File: src/rtl/spi_master_shifter_if.sv
// Bundle of the shift engine's handshake, divider and SPI pin signals.
// The "master" modport is the shift engine's view; "slave" is the view of
// everything around it (host logic, frequency divider and SPI peripheral).
interface spi_master_shifter_if #(
  parameter int DATA_WIDTH = 8
) ();

  logic                  div_clock_i;
  logic                  div_enable_o;
  logic                  start_i;
  logic [DATA_WIDTH-1:0] data_i;
  logic [DATA_WIDTH-1:0] data_o;
  logic                  busy_o;
  logic                  done_o;
  logic                  sclk_o;
  logic                  mosi_o;
  logic                  miso_i;
  logic                  cs_n_o;

  modport master (
    input  div_clock_i,
    input  start_i,
    input  data_i,
    input  miso_i,
    output div_enable_o,
    output data_o,
    output busy_o,
    output done_o,
    output sclk_o,
    output mosi_o,
    output cs_n_o
  );

  modport slave (
    output div_clock_i,
    output start_i,
    output data_i,
    output miso_i,
    input  div_enable_o,
    input  data_o,
    input  busy_o,
    input  done_o,
    input  sclk_o,
    input  mosi_o,
    input  cs_n_o
  );

endinterface

File: src/rtl/spi_master_shifter.sv
// SPI mode-0 (CPOL=0, CPHA=0, MSB first) shift engine. It gates an external
// frequency divider, detects the divided clock's edges in the system clock
// domain and runs one DATA_WIDTH-bit transfer per accepted start request.
// All outputs come straight from flops, so an async reset forces the pins
// to their idle levels immediately.
module spi_master_shifter #(
  parameter int DATA_WIDTH  = 8,
  parameter int COUNT_WIDTH = 6
) (
  input  logic                 clock_i,
  input  logic                 reset_n_i,
  spi_master_shifter_if.master bus
);

  typedef enum logic [1:0] {
    ST_IDLE   = 2'd0,
    ST_SHIFT  = 2'd1,
    ST_FINISH = 2'd2
  } state_t;

  state_t                  r_state;
  logic                    r_div_q;
  logic [DATA_WIDTH-1:0]   r_tx_sr;
  logic [DATA_WIDTH-1:0]   r_rx_sr;
  logic [COUNT_WIDTH-1:0]  r_bit_cnt;
  logic [DATA_WIDTH-1:0]   r_data_o;
  logic                    r_div_enable;
  logic                    r_busy;
  logic                    r_done;
  logic                    r_sclk;
  logic                    r_mosi;
  logic                    r_cs_n;

  logic                    w_rise;
  logic                    w_fall;
  logic                    w_last_bit;

  // Edges of the divided clock relative to its one-cycle-delayed copy.
  // Rise and fall can never be true together since they need opposite div_q.
  assign w_rise     = bus.div_clock_i & ~r_div_q;
  assign w_fall     = ~bus.div_clock_i & r_div_q;
  assign w_last_bit = (r_bit_cnt == COUNT_WIDTH'(DATA_WIDTH));

  assign bus.div_enable_o = r_div_enable;
  assign bus.data_o       = r_data_o;
  assign bus.busy_o       = r_busy;
  assign bus.done_o       = r_done;
  assign bus.sclk_o       = r_sclk;
  assign bus.mosi_o       = r_mosi;
  assign bus.cs_n_o       = r_cs_n;

  // Transfer FSM: edge-detect register, shift registers, counter and all pin outputs.
  always_ff @(posedge clock_i or negedge reset_n_i) begin
    if (!reset_n_i) begin
      r_state      <= ST_IDLE;
      r_div_q      <= 1'b0;
      r_tx_sr      <= '0;
      r_rx_sr      <= '0;
      r_bit_cnt    <= '0;
      r_data_o     <= '0;
      r_div_enable <= 1'b0;
      r_busy       <= 1'b0;
      r_done       <= 1'b0;
      r_sclk       <= 1'b0;
      r_mosi       <= 1'b0;
      r_cs_n       <= 1'b1;
    end else begin
      r_div_q <= bus.div_clock_i;
      r_done  <= 1'b0;
      case (r_state)
        ST_IDLE: begin
          // sclk mirrors div_q only while shifting; div_q next cycle is
          // today's div_clock_i, which is low because the divider is idle.
          if (bus.start_i) begin
            r_tx_sr      <= bus.data_i;
            r_mosi       <= bus.data_i[DATA_WIDTH-1];
            r_rx_sr      <= '0;
            r_bit_cnt    <= '0;
            r_cs_n       <= 1'b0;
            r_div_enable <= 1'b1;
            r_busy       <= 1'b1;
            r_sclk       <= bus.div_clock_i;
            r_state      <= ST_SHIFT;
          end else begin
            r_sclk <= 1'b0;
          end
        end
        ST_SHIFT: begin
          r_sclk <= bus.div_clock_i;
          if (w_rise) begin
            r_rx_sr   <= {r_rx_sr[DATA_WIDTH-2:0], bus.miso_i};
            r_bit_cnt <= r_bit_cnt + COUNT_WIDTH'(1);
          end else if (w_fall) begin
            if (w_last_bit) begin
              r_div_enable <= 1'b0;
              r_data_o     <= r_rx_sr;
              r_sclk       <= 1'b0;
              r_state      <= ST_FINISH;
            end else begin
              // Rotate rather than zero-fill: bits past the MSB end are
              // never driven out, and rotating keeps every bit in use.
              r_tx_sr <= {r_tx_sr[DATA_WIDTH-2:0], r_tx_sr[DATA_WIDTH-1]};
              r_mosi  <= r_tx_sr[DATA_WIDTH-2];
            end
          end else begin
            r_bit_cnt <= r_bit_cnt;
          end
        end
        ST_FINISH: begin
          r_cs_n  <= 1'b1;
          r_busy  <= 1'b0;
          r_done  <= 1'b1;
          r_mosi  <= 1'b0;
          r_sclk  <= 1'b0;
          r_state <= ST_IDLE;
        end
        default: begin
          r_div_enable <= 1'b0;
          r_cs_n       <= 1'b1;
          r_busy       <= 1'b0;
          r_sclk       <= 1'b0;
          r_mosi       <= 1'b0;
          r_state      <= ST_IDLE;
        end
      endcase
    end
  end

endmodule

File: src/flat_wrapper.sv
// flat-port wrapper written by rule: the top's interface ports become plain ports
module spi_master_shifter_flat 
#(
  parameter int DATA_WIDTH  = 8,
  parameter int COUNT_WIDTH = 6
)
  (clock_i, reset_n_i, bus_div_clock_i, bus_start_i, bus_data_i, bus_miso_i, bus_div_enable_o, bus_data_o, bus_busy_o, bus_done_o, bus_sclk_o, bus_mosi_o, bus_cs_n_o);
  spi_master_shifter_if #(.DATA_WIDTH(DATA_WIDTH)) bus_i ();
  input  logic clock_i;
  input  logic reset_n_i;
  input wire logic [$bits(bus_i.div_clock_i)-1:0] bus_div_clock_i;
  input wire logic [$bits(bus_i.start_i)-1:0] bus_start_i;
  input wire logic [$bits(bus_i.data_i)-1:0] bus_data_i;
  input wire logic [$bits(bus_i.miso_i)-1:0] bus_miso_i;
  output wire logic [$bits(bus_i.div_enable_o)-1:0] bus_div_enable_o;
  output wire logic [$bits(bus_i.data_o)-1:0] bus_data_o;
  output wire logic [$bits(bus_i.busy_o)-1:0] bus_busy_o;
  output wire logic [$bits(bus_i.done_o)-1:0] bus_done_o;
  output wire logic [$bits(bus_i.sclk_o)-1:0] bus_sclk_o;
  output wire logic [$bits(bus_i.mosi_o)-1:0] bus_mosi_o;
  output wire logic [$bits(bus_i.cs_n_o)-1:0] bus_cs_n_o;
  assign bus_i.div_clock_i = bus_div_clock_i;
  assign bus_i.start_i = bus_start_i;
  assign bus_i.data_i = bus_data_i;
  assign bus_i.miso_i = bus_miso_i;
  assign bus_div_enable_o = bus_i.div_enable_o;
  assign bus_data_o = bus_i.data_o;
  assign bus_busy_o = bus_i.busy_o;
  assign bus_done_o = bus_i.done_o;
  assign bus_sclk_o = bus_i.sclk_o;
  assign bus_mosi_o = bus_i.mosi_o;
  assign bus_cs_n_o = bus_i.cs_n_o;
  spi_master_shifter #(.DATA_WIDTH(DATA_WIDTH), .COUNT_WIDTH(COUNT_WIDTH)) u_core (.clock_i(clock_i), .reset_n_i(reset_n_i), .bus(bus_i));
endmodule
File: config.mk
export PLATFORM = sky130hd
export DESIGN_NAME = spi_master_shifter_flat
export DESIGN_NICKNAME = d
export VERILOG_FILES = /design/src/rtl/spi_master_shifter_if.sv /design/src/rtl/spi_master_shifter.sv /design/src/flat_wrapper.sv
export SDC_FILE = /design/constraint.sdc
export NUM_CORES = 1
export LEC_CHECK = 0
export BUFFER_PORTS_ARGS = -buffer_cell sky130_fd_sc_hd__buf_2
export CAP_MARGIN = 15
export CORE_ASPECT_RATIO = 0.6
export CORE_MARGIN = 2
export CORE_UTILIZATION = 55
export CTS_CLUSTER_SIZE = 10
export DETAILED_ROUTE_END_ITERATION = 6
export PLACE_DENSITY_LB_ADDON = 0.15
export SLEW_MARGIN = 0
export SYNTH_ARGS = -nofsm -noshare
export SYNTH_HDL_FRONTEND = slang
export SYNTH_SLANG_ARGS = --single-unit
File: constraint.sdc
create_clock -name clock_i -period 1.9 [get_ports clock_i]
set_input_delay 0.285 -clock clock_i [delete_from_list [all_inputs] [get_ports clock_i]]
set_output_delay 0.285 -clock clock_i [all_outputs]
set_load 0.05 [all_outputs]
==> load_flow_metrics.sql, run 1 <==
INSERT INTO impl_metrics (metric_group, metric, value, unit) VALUES
('job', 'maxCapViolCount', '0', ''),
('run_status', 'run_status', 'finished clean', ''),
('synthesis', 'synthDominantCellAreaShare', '54.1', '%'),
('synthesis', 'postSynthCellCount', '146', ''),
('pwr', 'power.density', '1570', 'nW/um^2'),
('synthesis', 'post-synth-top-count-cell', 'sky130_fd_sc_hd__dfrtp_1', ''),
('timing', 'report.final.slew_viol_count', '0', ''),
('critical_path', 'critical_path.max_stage_delay', '0.43', 'ns'),
('clock_tree', 'clock-root-buffer', 'sky130_fd_sc_hd__clkbuf_8', ''),
('cells_and_area', 'area_growth', '20.8', '%'),
('die', 'die-area', '3680', 'sq um'),
('die', 'die_x', '77.0', 'um'),
('synthesis', 'synth_commonest_cells', '38 x sky130_fd_sc_hd__dfrtp_1, 22 x sky130_fd_sc_hd__mux2_2, 15 x sky130_fd_sc_hd__nand2_1, 11 x sky130_fd_sc_hd__nand3_1, 9 x sky130_fd_sc_hd__o21ai_0', ''),
('critical_path', 'cp_data_required_time', '2.08', 'ns'),
('critical_path', 'worst-endpoint-arrival', '1.97', 'ns'),
('critical_path', 'worstReg2RegEnd', 'u_core.r_tx_sr[6]$_DFFE_PN0P_', ''),
('timing', 'finClkSkew', '0.00383', 'ns'),
('synthesis', 'ys_seq_elements', '39', ''),
('place', 'gp_congestion', '0.772', ''),
('global_routing', 'antenna_found_initial', '0', ''),
('timing', 'final_period_minus_worst_setup_slack', '1.79', 'ns'),
('synthesis', 'netlist.top_cell.by_area', 'sky130_fd_sc_hd__dfrtp_1', ''),
('synthesis', 'yosys_warnings', '0', ''),
('min_path', 'worstHoldPathCells', '1', ''),
('drt', 'drt.antenna.violating_nets', '0', ''),
('timing', 'fin_setup_tns', '0', 'ns'),
('synthesis', 'synthesis.area_per_instance', '12.0', 'sq um'),
('pwr', 'share_comb_of_total_power', '38.2', '%'),
('synthesis', 'postSynth.asyncResetShare', '100', '%'),
('critical_path', 'worstSetupEndpointType', 'flop', ''),
('critical_path', 'timing.critical_path.to', 'u_core.r_tx_sr[6]$_DFFE_PN0P_', ''),
('die', 'ios', '27', ''),
('timing', 'finalHoldViolations', '0', ''),
('pwr', 'power_frac_clock', '21.4', '%'),
('global_routing', 'grt_pass1_wl', '5900', 'um'),
('drt', 'drt-wirelength-per-cell', '15.7', 'um'),
('critical_path', 'timing.critical_path.fanout_max', '8', ''),
('critical_path', 'cpLargestDelayFamily', 'flip-flops', ''),
('cells_and_area', 'finish.utilization', '71.6', '%'),
('synthesis', 'synth_area_leaders', 'sky130_fd_sc_hd__dfrtp_1 54%, sky130_fd_sc_hd__mux2_2 14%, sky130_fd_sc_hd__nand2_1 3.2%', ''),
('cells_and_area', 'layout.nets', '197', ''),
('drt', 'drt-vias-per-instance', '5.46', ''),
('die', 'floorplan.rows', '15', ''),
('critical_path', 'critPathSlowestCell', 'sky130_fd_sc_hd__dfrtp_1', ''),
('critical_path', 'worst-path-stages', '6', ''),
('drt', 'drc', '0', ''),
('clock_tree', 'clock_transition_at_the_registers_of_the_reported_paths', '0.07', 'ns'),
('die', 'start_util', '59.3', '%'),
('die', 'core', '2970', 'sq um'),
('critical_path', 'reg2reg_from', 'u_core.r_bit_cnt[0]$_DFFE_PN0P_', ''),
('critical_path', 'reg2reg_depth', '6', ''),
('critical_path', 'setup.worst_path.start_class', 'flop', ''),
('critical_path', 'timing.setup.critical_path_class', 'flop to flop', ''),
('pwr', 'cellLeakagePower', '1.06', 'nW'),
('drt', 'wirelength', '3540', 'um'),
('synthesis', 'number_of_flops_mapped_to_enable_cells_by_yosys', '0', ''),
('clock_tree', 'post_cts_resized', '0', ''),
('synthesis', 'syn-num-nets', '161', ''),
('critical_path', 'cp-startpoint', 'u_core.r_bit_cnt[0]$_DFFE_PN0P_', ''),
('timing', 'max_freq', '559', 'MHz'),
('cells_and_area', 'layout.filler_cells', '231', ''),
('critical_path', 'regToRegSetupSlack', '0.11', 'ns'),
('pwr', 'peakVddDrop', '905', 'uV'),
('clock_tree', 'clock_sink_count', '39', ''),
('timing', 'max_slew.worst_pin.slew', '0.548', 'ns'),
('synthesis', 'synth.cell_area', '1760', 'sq um'),
('pwr', 'internal-power', '0.00208', 'W'),
('place', 'dp_hpwl', '2470', 'um'),
('global_routing', 'grt-ovfl-total', '0', ''),
('die', 'floorplan.die.height', '47.8', 'um'),
('timing', 'finalCritPeriodShare', '94.1', '%');
==> state kept, by name, summed over array words and instances, names as in the netlist <==
signal,flops
u_core.bus.busy_o,1
u_core.r_div_q,1
u_core.bus.mosi_o,1
u_core.r_state,2
u_core.bus.data_o,8
u_core.bus.cs_n_o,1
u_core.r_bit_cnt,6
u_core.bus.sclk_o,1
u_core.r_tx_sr,8
u_core.bus.done_o,1
u_core.bus.div_enable_o,1
u_core.r_rx_sr,8
==> worst reg2reg max path: stages (launching register included) <==
cell,delay (ns)
sky130_fd_sc_hd__dfrtp_1,0.43
sky130_fd_sc_hd__inv_1,0.07
sky130_fd_sc_hd__ha_1,0.19
sky130_fd_sc_hd__nor3b_2,0.19
sky130_fd_sc_hd__a221oi_4,0.30
sky130_fd_sc_hd__buf_12,0.16
sky130_fd_sc_hd__mux2_2,0.33
==> power groups by stage <==
stage          Clock (W)  Combinational, W  Sequential (W)
6_report        0.000711           0.00127         0.00134
5_1_grt         0.000764           0.00138         0.00138
4_1_cts         0.000721           0.00124         0.00134
3_5_place_dp           0           0.00124         0.00135
3_3_place_gp           0           0.00119         0.00132
2_1_floorplan          0          0.000694         0.00157
==> worst min-delay path by stage <==
stage,end,start
5_1_grt,u_core.r_div_q$_DFF_PN0_,bus_div_clock_i
3_5_place_dp,u_core.bus.data_o[2]$_DFFE_PN0P_,reset_n_i
4_1_cts,u_core.r_div_q$_DFF_PN0_,bus_div_clock_i
6_report,u_core.r_div_q$_DFF_PN0_,bus_div_clock_i
3_3_place_gp,u_core.r_rx_sr[2]$_DFFE_PN0P_,reset_n_i
2_1_floorplan,u_core.bus.busy_o$_DFFE_PN0P_,reset_n_i
==> cell type report <==
| cell class | count | area, sq um | share of cell area, % |
|---|---|---|---|
| clock buffer | 6 | 82.6 | 3.89 |
| sequential | 39 | 977 | 46.0 |
| timing repair buffer | 35 | 225 | 10.6 |
| multi-input combinational | 94 | 724 | 34.1 |
| inverter | 7 | 26.3 | 1.24 |
| clock inverter | 2 | 35.0 | 1.65 |
| tap | 42 | 52.6 | 2.47 |
==> metrics by stage <==
step	area, sq um	setup WS [ns]	hold WS, ns	power (W)	cells
after floorplan	1760	0.238	-0.0106	0.00226	146
after global placement	1980	0.139	0.244	0.00251	215
after detailed placement	1980	0.0497	0.248	0.00258	215
after CTS	2100	0.0434	0.179	0.00330	224
after global routing	2120	0.0249	0.175	0.00353	225
final	2120	0.111	0.183	0.00332	225
==> cell families (layout without fill, tap and decap cells) <==
logic type	after synthesis	in the layout	synth area share [%]
AND/OR/NAND/NOR	46	46	14.9
flip-flops	39	39	55.6
multiplexers	25	25	15.9
AO/OA/AOI/OAI	21	21	8.97
buffers and inverters	13	50	3.20
adder cells (fa/ha/maj)	2	2	1.42
==> what timing repair did <==
item,CTS,global route
endpoints found under the hold margin,17,0
hold buffers,1,0
buffers inserted,0,1
setup endpoints to repair,0,7
==> per-layer routing <==
| metal | up-vias | global-route usage, % | part of all wire [%] |
|---|---|---|---|
| met5 | - | 0 | 0 |
| met4 | 0 | 7.50 | 1.2 |
| met3 | 7 | 6.79 | 6.1 |
| met2 | 40 | 34.0 | 44 |
| met1 | 587 | 30.7 | 49 |
| li1 | 594 | - | - |
==> cells in the final DEF (no fill, tap or decap), types with 4 or more instances in the layout <==
master / n
sky130_fd_sc_hd__dfrtp_1: 38
sky130_fd_sc_hd__buf_2: 26
sky130_fd_sc_hd__mux2_2: 22
sky130_fd_sc_hd__nand2_1: 15
sky130_fd_sc_hd__nand3_1: 11
sky130_fd_sc_hd__o21ai_0: 9
sky130_fd_sc_hd__inv_1: 7
sky130_fd_sc_hd__clkbuf_8: 6
sky130_fd_sc_hd__buf_4: 6
sky130_fd_sc_hd__nor2_1: 4
No activity file was read; power rests on OpenSTA's default activity.
==> run 2, diff against run 1 <==
ABC_CLOCK_PERIOD_IN_PS = 1900   (was unset)
CORE_ASPECT_RATIO = 1.75   (was 0.6)
CORE_UTILIZATION = 51   (was 55)
==> load_flow_metrics.sql, run 2 (synthesis results as in run 1) <==
INSERT INTO impl_metrics (metric_group, metric, value, unit) VALUES
('timing', 'slew_headroom', '70.7', '%'),
('run_status', 'run_status', 'finished clean', ''),
('drt', 'wirelength', '3440', 'um'),
('drt', 'drt-wirelength-per-cell', '15.1', 'um'),
('place', 'portBuffers', '26', ''),
('die', 'floorplan.die.height', '81.7', 'um'),
('pwr', 'tot_pwr', '0.00315', 'W'),
('place', 'dpl_worst_slack', '0.0924', 'ns'),
('die', 'start_util', '52.8', '%'),
('critical_path', 'cp_data_required_time', '2.07', 'ns'),
('die', 'core', '3330', 'sq um'),
('clock_tree', 'clock_sink_count', '39', ''),
('global_routing', 'grt_pass1_vias', '1228', ''),
('timing', 'max_freq', '552', 'MHz'),
('cells_and_area', 'final_layout_size_suffix_gt1_share', '38.3', '%'),
('place', 'dp_hpwl', '2350', 'um'),
('clock_tree', 'clock-root-buffer', 'sky130_fd_sc_hd__clkbuf_8', ''),
('global_routing', 'track_usage', '18.9', '%'),
('global_routing', 'groute.layer.met2.usage', '32.8', '%'),
('clock_tree', 'tritoncts', 'yes', ''),
('global_routing', 'grt_busiest_layer', 'met2', ''),
('cells_and_area', 'final-instance-count-excl-fill', '228', ''),
('critical_path', 'setup.worst_path.start_class', 'flop', ''),
('clock_tree', 'cts_made_buffers', '5', ''),
('cells_and_area', 'final_design_area_no_fill', '2090', 'sq um'),
('global_routing', 'grt-ovfl-total', '0', ''),
('clock_tree', 'clock_transition_at_the_registers_of_the_reported_paths', '0.07', 'ns'),
('drt', 'first_pass_iters', '4', ''),
('global_routing', 'use_met1', '22.0', '%'),
('die', 'die-area', '3950', 'sq um'),
('drt', 'drt-vias-per-instance', '5.47', ''),
('cells_and_area', 'area_growth', '19.0', '%'),
('cells_and_area', 'layout.filler_cells', '295', ''),
('cells_and_area', 'layout.cells.most_common_list', '38 x sky130_fd_sc_hd__dfrtp_1, 26 x sky130_fd_sc_hd__buf_2, 22 x sky130_fd_sc_hd__mux2_2, 15 x sky130_fd_sc_hd__nand2_1, 11 x sky130_fd_sc_hd__nand3_1', ''),
('pwr', 'share_comb_of_total_power', '39.9', '%'),
('place', 'detailed_place.area', '1990', 'sq um'),
('cells_and_area', 'layout.nets', '198', ''),
('timing', 'max_slew.worst_pin.slew', '0.434', 'ns'),
('pwr', 'internal-power', '0.00193', 'W'),
('global_routing', 'grt_start_max_net_pins', '40', ''),
('critical_path', 'worst-endpoint-arrival', '1.99', 'ns'),
('place', 'place.detailed.instances', '219', ''),
('global_routing', 'antenna_found_initial', '0', ''),
('pwr', 'cellLeakagePower', '1.04', 'nW'),
('timing', 'report.final.slew_viol_count', '0', ''),
('cells_and_area', 'leading_cell_type_in_the_layout_fill_and_taps_excluded', 'sky130_fd_sc_hd__dfrtp_1', ''),
('timing', 'final_period_minus_worst_setup_slack', '1.81', 'ns'),
('global_routing', 'grtUsageMet3', '3.82', '%'),
('timing', 'finalHoldViolations', '0', ''),
('pwr', 'power_switching_share', '38.7', '%'),
('timing', 'setup_repair_after_global_routing_missed_its_margin', 'true', ''),
('drt', 'drc', '0', ''),
('die', 'ios', '27', ''),
('timing', 'finalCritPeriodShare', '95.3', '%'),
('global_routing', 'grt_pass1_wl', '5640', 'um'),
('clock_tree', 'cts-htree-levels', '2', ''),
('place', 'gp_congestion', '0.859', ''),
('pwr', 'share_seq_of_total_power', '42.2', '%'),
('drt', 'total_number_of_vias', '1248', ''),
('cells_and_area', 'num_antenna_cells', '0', ''),
('critical_path', 'timing.setup.critical_path_class', 'flop to flop', ''),
('die', 'die_x', '48.4', 'um'),
('pwr', 'p_sw', '0.00122', 'W'),
('drt', 'drt.antenna.violating_nets', '0', ''),
('timing', 'finalSetupViolations', '0', ''),
('pwr', 'power_frac_clock', '17.8', '%'),
('critical_path', 'worstSetupEndpointType', 'flop', ''),
('clock_tree', 'cts_buffer_depth', '2', ''),
('pwr', 'power.density', '1500', 'nW/um^2'),
('timing', 'postLayoutSetupSlackWorst', '0.0899', 'ns'),
('pwr', 'peakVddDrop', '896', 'uV'),
('min_path', 'hold_path.class', 'input pin to flop', ''),
('die', 'floorplan.rows', '28', ''),
('clock_tree', 'worstSkewPairLatency', '0.29', 'ns'),
('drt', 'violation_count_after_the_first_detailed_routing_iteration', '27', ''),
('timing', 'finClkSkew', '0.00523', 'ns'),
('critical_path', 'timing.critical_path.fanout_max', '8', ''),
('job', 'maxCapViolCount', '0', '');
[run 2: final timing paths]
path                                                  from                          endpoint  slack [ns]  cells after the start
min                                        bus_div_clock_i          u_core.r_div_q$_DFF_PN0_        0.17                      1
max reg2reg                u_core.r_bit_cnt[0]$_DFFE_PN0P_     u_core.r_tx_sr[6]$_DFFE_PN0P_        0.09                      5
min in group asynchronous                        reset_n_i  u_core.bus.data_o[7]$_DFFE_PN0P_        0.50                      3
max                        u_core.r_bit_cnt[0]$_DFFE_PN0P_     u_core.r_tx_sr[6]$_DFFE_PN0P_        0.09                      5
min reg2reg                  u_core.bus.busy_o$_DFFE_PN0P_     u_core.bus.busy_o$_DFFE_PN0P_        0.48                      1
max in group asynchronous                        reset_n_i     u_core.bus.cs_n_o$_DFFE_PN1P_        1.14                      3
[run 2: metal layers]
metal | vias to the layer above | share of wire, %
li1 | 591 | -
met1 | 625 | 42
met2 | 25 | 54
met3 | 7 | 2.8
met4 | 0 | 1.9
met5 | - | 0
[run 2: area by class of cell]
cell class | instances | area, sq um | share of cell area (%)
Clock inverter | 1 | 5.00 | 0.239
Tap cell | 45 | 56.3 | 2.69
Multi-Input combinational cell | 94 | 724 | 34.6
Clock buffer | 6 | 82.6 | 3.95
Sequential cell | 39 | 977 | 46.7
Timing Repair Buffer | 36 | 220 | 10.5
Inverter | 7 | 26.3 | 1.26
[run 2: timing repair]
action / 4_1_cts / 5_1_grt
endpoints found under the hold margin: 38 / 0
hold buffers: 1 / 0
resized for setup: 0 / 0
setup endpoints to repair: 0 / 7
setup buffers: 0 / 1
[run 2: worst max-delay path: stages (launching register included)]
cell and delay (ns):
sky130_fd_sc_hd__dfrtp_1 0.42, sky130_fd_sc_hd__inv_1 0.07, sky130_fd_sc_hd__ha_1 0.18, sky130_fd_sc_hd__nor3b_2 0.19, sky130_fd_sc_hd__a221oi_4 0.45, sky130_fd_sc_hd__mux2_2 0.39
[run 2: power by group through the flow]
stage	combinational [W]	clock, W	sequential [W]
after floorplan	0.000694	0	0.00157
after global placement	0.00121	0	0.00132
after detailed placement	0.00124	0	0.00134
after CTS	0.00125	0.000574	0.00133
after global routing	0.00138	0.000614	0.00137
final	0.00126	0.000562	0.00133
[run 2: metrics by stage]
stage / setup TNS, ns / hold WS, ns / util (%)
floorplan: 0 / -0.0106 / -
global placement: 0 / 0.264 / 59.7
detailed placement: 0 / 0.266 / 59.7
CTS: 0 / 0.160 / 62.6
global route: -0.0893 / 0.164 / 62.9
finish: 0 / 0.170 / 62.9
==> run 3, diff against run 2 <==
CORE_UTILIZATION = 37   (was 51)
==> load_flow_metrics.sql, run 3 (synthesis results as in run 1) <==
INSERT INTO impl_metrics (metric_group, metric, value, unit) VALUES
('cells_and_area', 'layout.filler_cells', '454', ''),
('pwr', 'peakVddDrop', '776', 'uV'),
('min_path', 'hold_path.class', 'input pin to asynchronous set/reset pin', ''),
('clock_tree', 'cts_buffer_depth', '2', ''),
('place', 'dp_hpwl', '2470', 'um'),
('pwr', 'share_comb_of_total_power', '40.9', '%'),
('global_routing', 'grt_start_max_net_pins', '40', ''),
('timing', 'slew_headroom', '67.4', '%'),
('die', 'ios', '27', ''),
('drt', 'drt.antenna.violating_nets', '0', ''),
('pwr', 'cellLeakagePower', '1.04', 'nW'),
('drt', 'drc', '0', ''),
('critical_path', 'regToRegSetupSlack', '0.13', 'ns'),
('pwr', 'power.density', '1500', 'nW/um^2'),
('critical_path', 'cp_num_buf_inv', '2', ''),
('timing', 'finalHoldViolations', '0', ''),
('cells_and_area', 'layout.nets', '198', ''),
('timing', 'finalCritPeriodShare', '93.3', '%'),
('drt', 'drt-vias-per-instance', '5.15', ''),
('timing', 'fin_setup_tns', '0', 'ns'),
('drt', 'first_pass_iters', '4', ''),
('critical_path', 'setup.worst_path.start_class', 'flop', ''),
('clock_tree', 'clock-root-buffer', 'sky130_fd_sc_hd__clkbuf_8', ''),
('global_routing', 'grt-ovfl-total', '0', ''),
('global_routing', 'grt_pass1_wl', '6130', 'um'),
('cells_and_area', 'multiInputGateArea', '724', 'sq um'),
('critical_path', 'critPathSlowestCell', 'sky130_fd_sc_hd__dfrtp_1', ''),
('cells_and_area', 'final_layout_size_suffix_gt1_share', '38.0', '%'),
('clock_tree', 'worstSkewPairLatency', '0.29', 'ns'),
('place', 'place.detailed.instances', '227', ''),
('critical_path', 'worstSetupEndpointType', 'flop', ''),
('critical_path', 'critical_path.cell_chain', 'inv_1, ha_1, nor3b_2, a221oi_4, buf_12, mux2_2', ''),
('job', 'maxCapViolCount', '0', ''),
('global_routing', 'grt_pass1_vias', '1314', ''),
('cells_and_area', 'layout.cells.most_common_list', '38 x sky130_fd_sc_hd__dfrtp_1, 26 x sky130_fd_sc_hd__buf_2, 22 x sky130_fd_sc_hd__mux2_2, 15 x sky130_fd_sc_hd__nand2_1, 11 x sky130_fd_sc_hd__nand3_1', ''),
('pwr', 'internal-power', '0.00193', 'W'),
('timing', 'setup_repair_after_global_routing_missed_its_margin', 'false', ''),
('clock_tree', 'clock_sink_count', '39', ''),
('critical_path', 'worstReg2RegEnd', 'u_core.r_tx_sr[1]$_DFFE_PN0P_', ''),
('critical_path', 'worst-endpoint-arrival', '1.95', 'ns'),
('timing', 'hold_ws', '0.0432', 'ns'),
('place', 'portBuffers', '26', ''),
('die', 'start_util', '38.0', '%'),
('critical_path', 'cpLargestDelayFamily', 'flip-flops', ''),
('timing', 'finalSetupViolations', '0', ''),
('critical_path', 'cp_data_required_time', '2.08', 'ns'),
('timing', 'finClkSkew', '0.00367', 'ns'),
('global_routing', 'track_usage', '14.9', '%'),
('pwr', 'p_sw', '0.00121', 'W'),
('run_status', 'run_status', 'finished clean', ''),
('timing', 'max_freq', '564', 'MHz'),
('timing', 'final_period_minus_worst_setup_slack', '1.77', 'ns'),
('pwr', 'share_seq_of_total_power', '42.2', '%'),
('critical_path', 'reg2reg_from', 'u_core.r_bit_cnt[0]$_DFFE_PN0P_', ''),
('drt', 'wirelength', '3510', 'um'),
('clock_tree', 'clock_transition_at_the_registers_of_the_reported_paths', '0.07', 'ns'),
('place', 'gp_congestion', '0.813', ''),
('global_routing', 'antenna_found_initial', '0', ''),
('die', 'floorplan.die.height', '95.2', 'um'),
('cells_and_area', 'final-instance-count-excl-fill', '236', ''),
('cells_and_area', 'area_growth', '19.0', '%'),
('die', 'floorplan.rows', '33', ''),
('die', 'die_x', '56.1', 'um'),
('critical_path', 'reg2reg_depth', '6', ''),
('cells_and_area', 'leading_cell_type_in_the_layout_fill_and_taps_excluded', 'sky130_fd_sc_hd__dfrtp_1', ''),
('clock_tree', 'cts-htree-levels', '2', ''),
('critical_path', 'timing.critical_path.fanout_max', '8', ''),
('die', 'die-area', '5340', 'sq um'),
('drt', 'violation_count_after_the_first_detailed_routing_iteration', '12', ''),
('clock_tree', 'tritoncts', 'yes', ''),
('drt', 'drt-wirelength-per-cell', '14.9', 'um'),
('cells_and_area', 'finish.utilization', '45.2', '%'),
('critical_path', 'timing.setup.critical_path_class', 'flop to flop', ''),
('timing', 'max_slew.worst_pin.slew', '0.489', 'ns'),
('clock_tree', 'post_cts_resized', '0', ''),
('timing', 'report.final.slew_viol_count', '0', ''),
('clock_tree', 'cts-hold-fix-buffers', '0', ''),
('clock_tree', 'cts_made_buffers', '5', ''),
('drt', 'total_number_of_vias', '1215', ''),
('cells_and_area', 'num_antenna_cells', '0', ''),
('critical_path', 'critical_path.max_stage_delay', '0.43', 'ns'),
('cells_and_area', 'final-seq-area', '977', 'sq um'),
('pwr', 'power_switching_share', '38.6', '%'),
('pwr', 'power_frac_clock', '17.0', '%'),
('die', 'core', '4620', 'sq um');
-- run 3: changes by cell type in the layout (fill, tap and decap cells not counted) --
cell	before	now
sky130_fd_sc_hd__buf_4	8	9
sky130_fd_sc_hd__dlygate4sd3_1	1	0
sky130_fd_sc_hd__clkbuf_8	6	5
sky130_fd_sc_hd__clkbuf_1	0	2
-- run 3: power by group through the flow --
stage / combinational (W) / clock [W] / sequential, W
CTS: 0.00127 / 0.000557 / 0.00133
floorplan: 0.000694 / 0 / 0.00157
global route: 0.00142 / 0.000586 / 0.00137
detailed placement: 0.00126 / 0 / 0.00134
finish: 0.00128 / 0.000533 / 0.00132
global placement: 0.00123 / 0 / 0.00132
-- run 3: layout make-up --
cell class,instances,area share [%]
clock inverter,1,0.239
clock buffer,7,3.65
multi-input combinational,94,34.6
sequential,39,46.7
timing repair buffer,36,10.4
inverter,7,1.26
tap,52,3.11
-- run 3: timing repair --
| item | in CTS | in global routing |
|---|---|---|
| setup endpoints to repair | 0 | 7 |
| endpoints found under the hold margin | 0 | 0 |
| setup buffers | 0 | 1 |
-- run 3: worst max-delay path by stage --
| stage | startpoint | end | depth (start not counted) |
|---|---|---|---|
| after global routing | u_core.r_bit_cnt[0]$_DFFE_PN0P_ | u_core.r_tx_sr[0]$_DFFE_PN0P_ | 6 |
| final | u_core.r_bit_cnt[0]$_DFFE_PN0P_ | u_core.r_tx_sr[1]$_DFFE_PN0P_ | 6 |
| after global placement | u_core.r_bit_cnt[0]$_DFFE_PN0P_ | u_core.r_tx_sr[2]$_DFFE_PN0P_ | 5 |
| after CTS | u_core.r_bit_cnt[0]$_DFFE_PN0P_ | u_core.r_tx_sr[6]$_DFFE_PN0P_ | 5 |
| after floorplan | u_core.r_bit_cnt[0]$_DFFE_PN0P_ | u_core.r_tx_sr[0]$_DFFE_PN0P_ | 5 |
| after detailed placement | u_core.r_bit_cnt[0]$_DFFE_PN0P_ | u_core.r_tx_sr[1]$_DFFE_PN0P_ | 5 |
-- run 3: through the flow --
step	power (W)	instance area, sq um	setup WS [ns]
after floorplan	0.00226	1760	0.238
after global placement	0.00255	1990	0.139
after detailed placement	0.00260	1990	0.0826
after CTS	0.00315	2070	0.0515
after global routing	0.00337	2090	0.0279
final	0.00314	2090	0.127
-- run 3: routing by layer --
| layer | GRT usage, % | wire (um) | vias to the layer above |
|---|---|---|---|
| met5 | 0 | 0 | - |
| met1 | 17.3 | 1470 | 595 |
| met4 | 6.55 | 69 | 0 |
| met3 | 3.39 | 122 | 5 |
| li1 | - | - | 591 |
| met2 | 26.2 | 1850 | 24 |
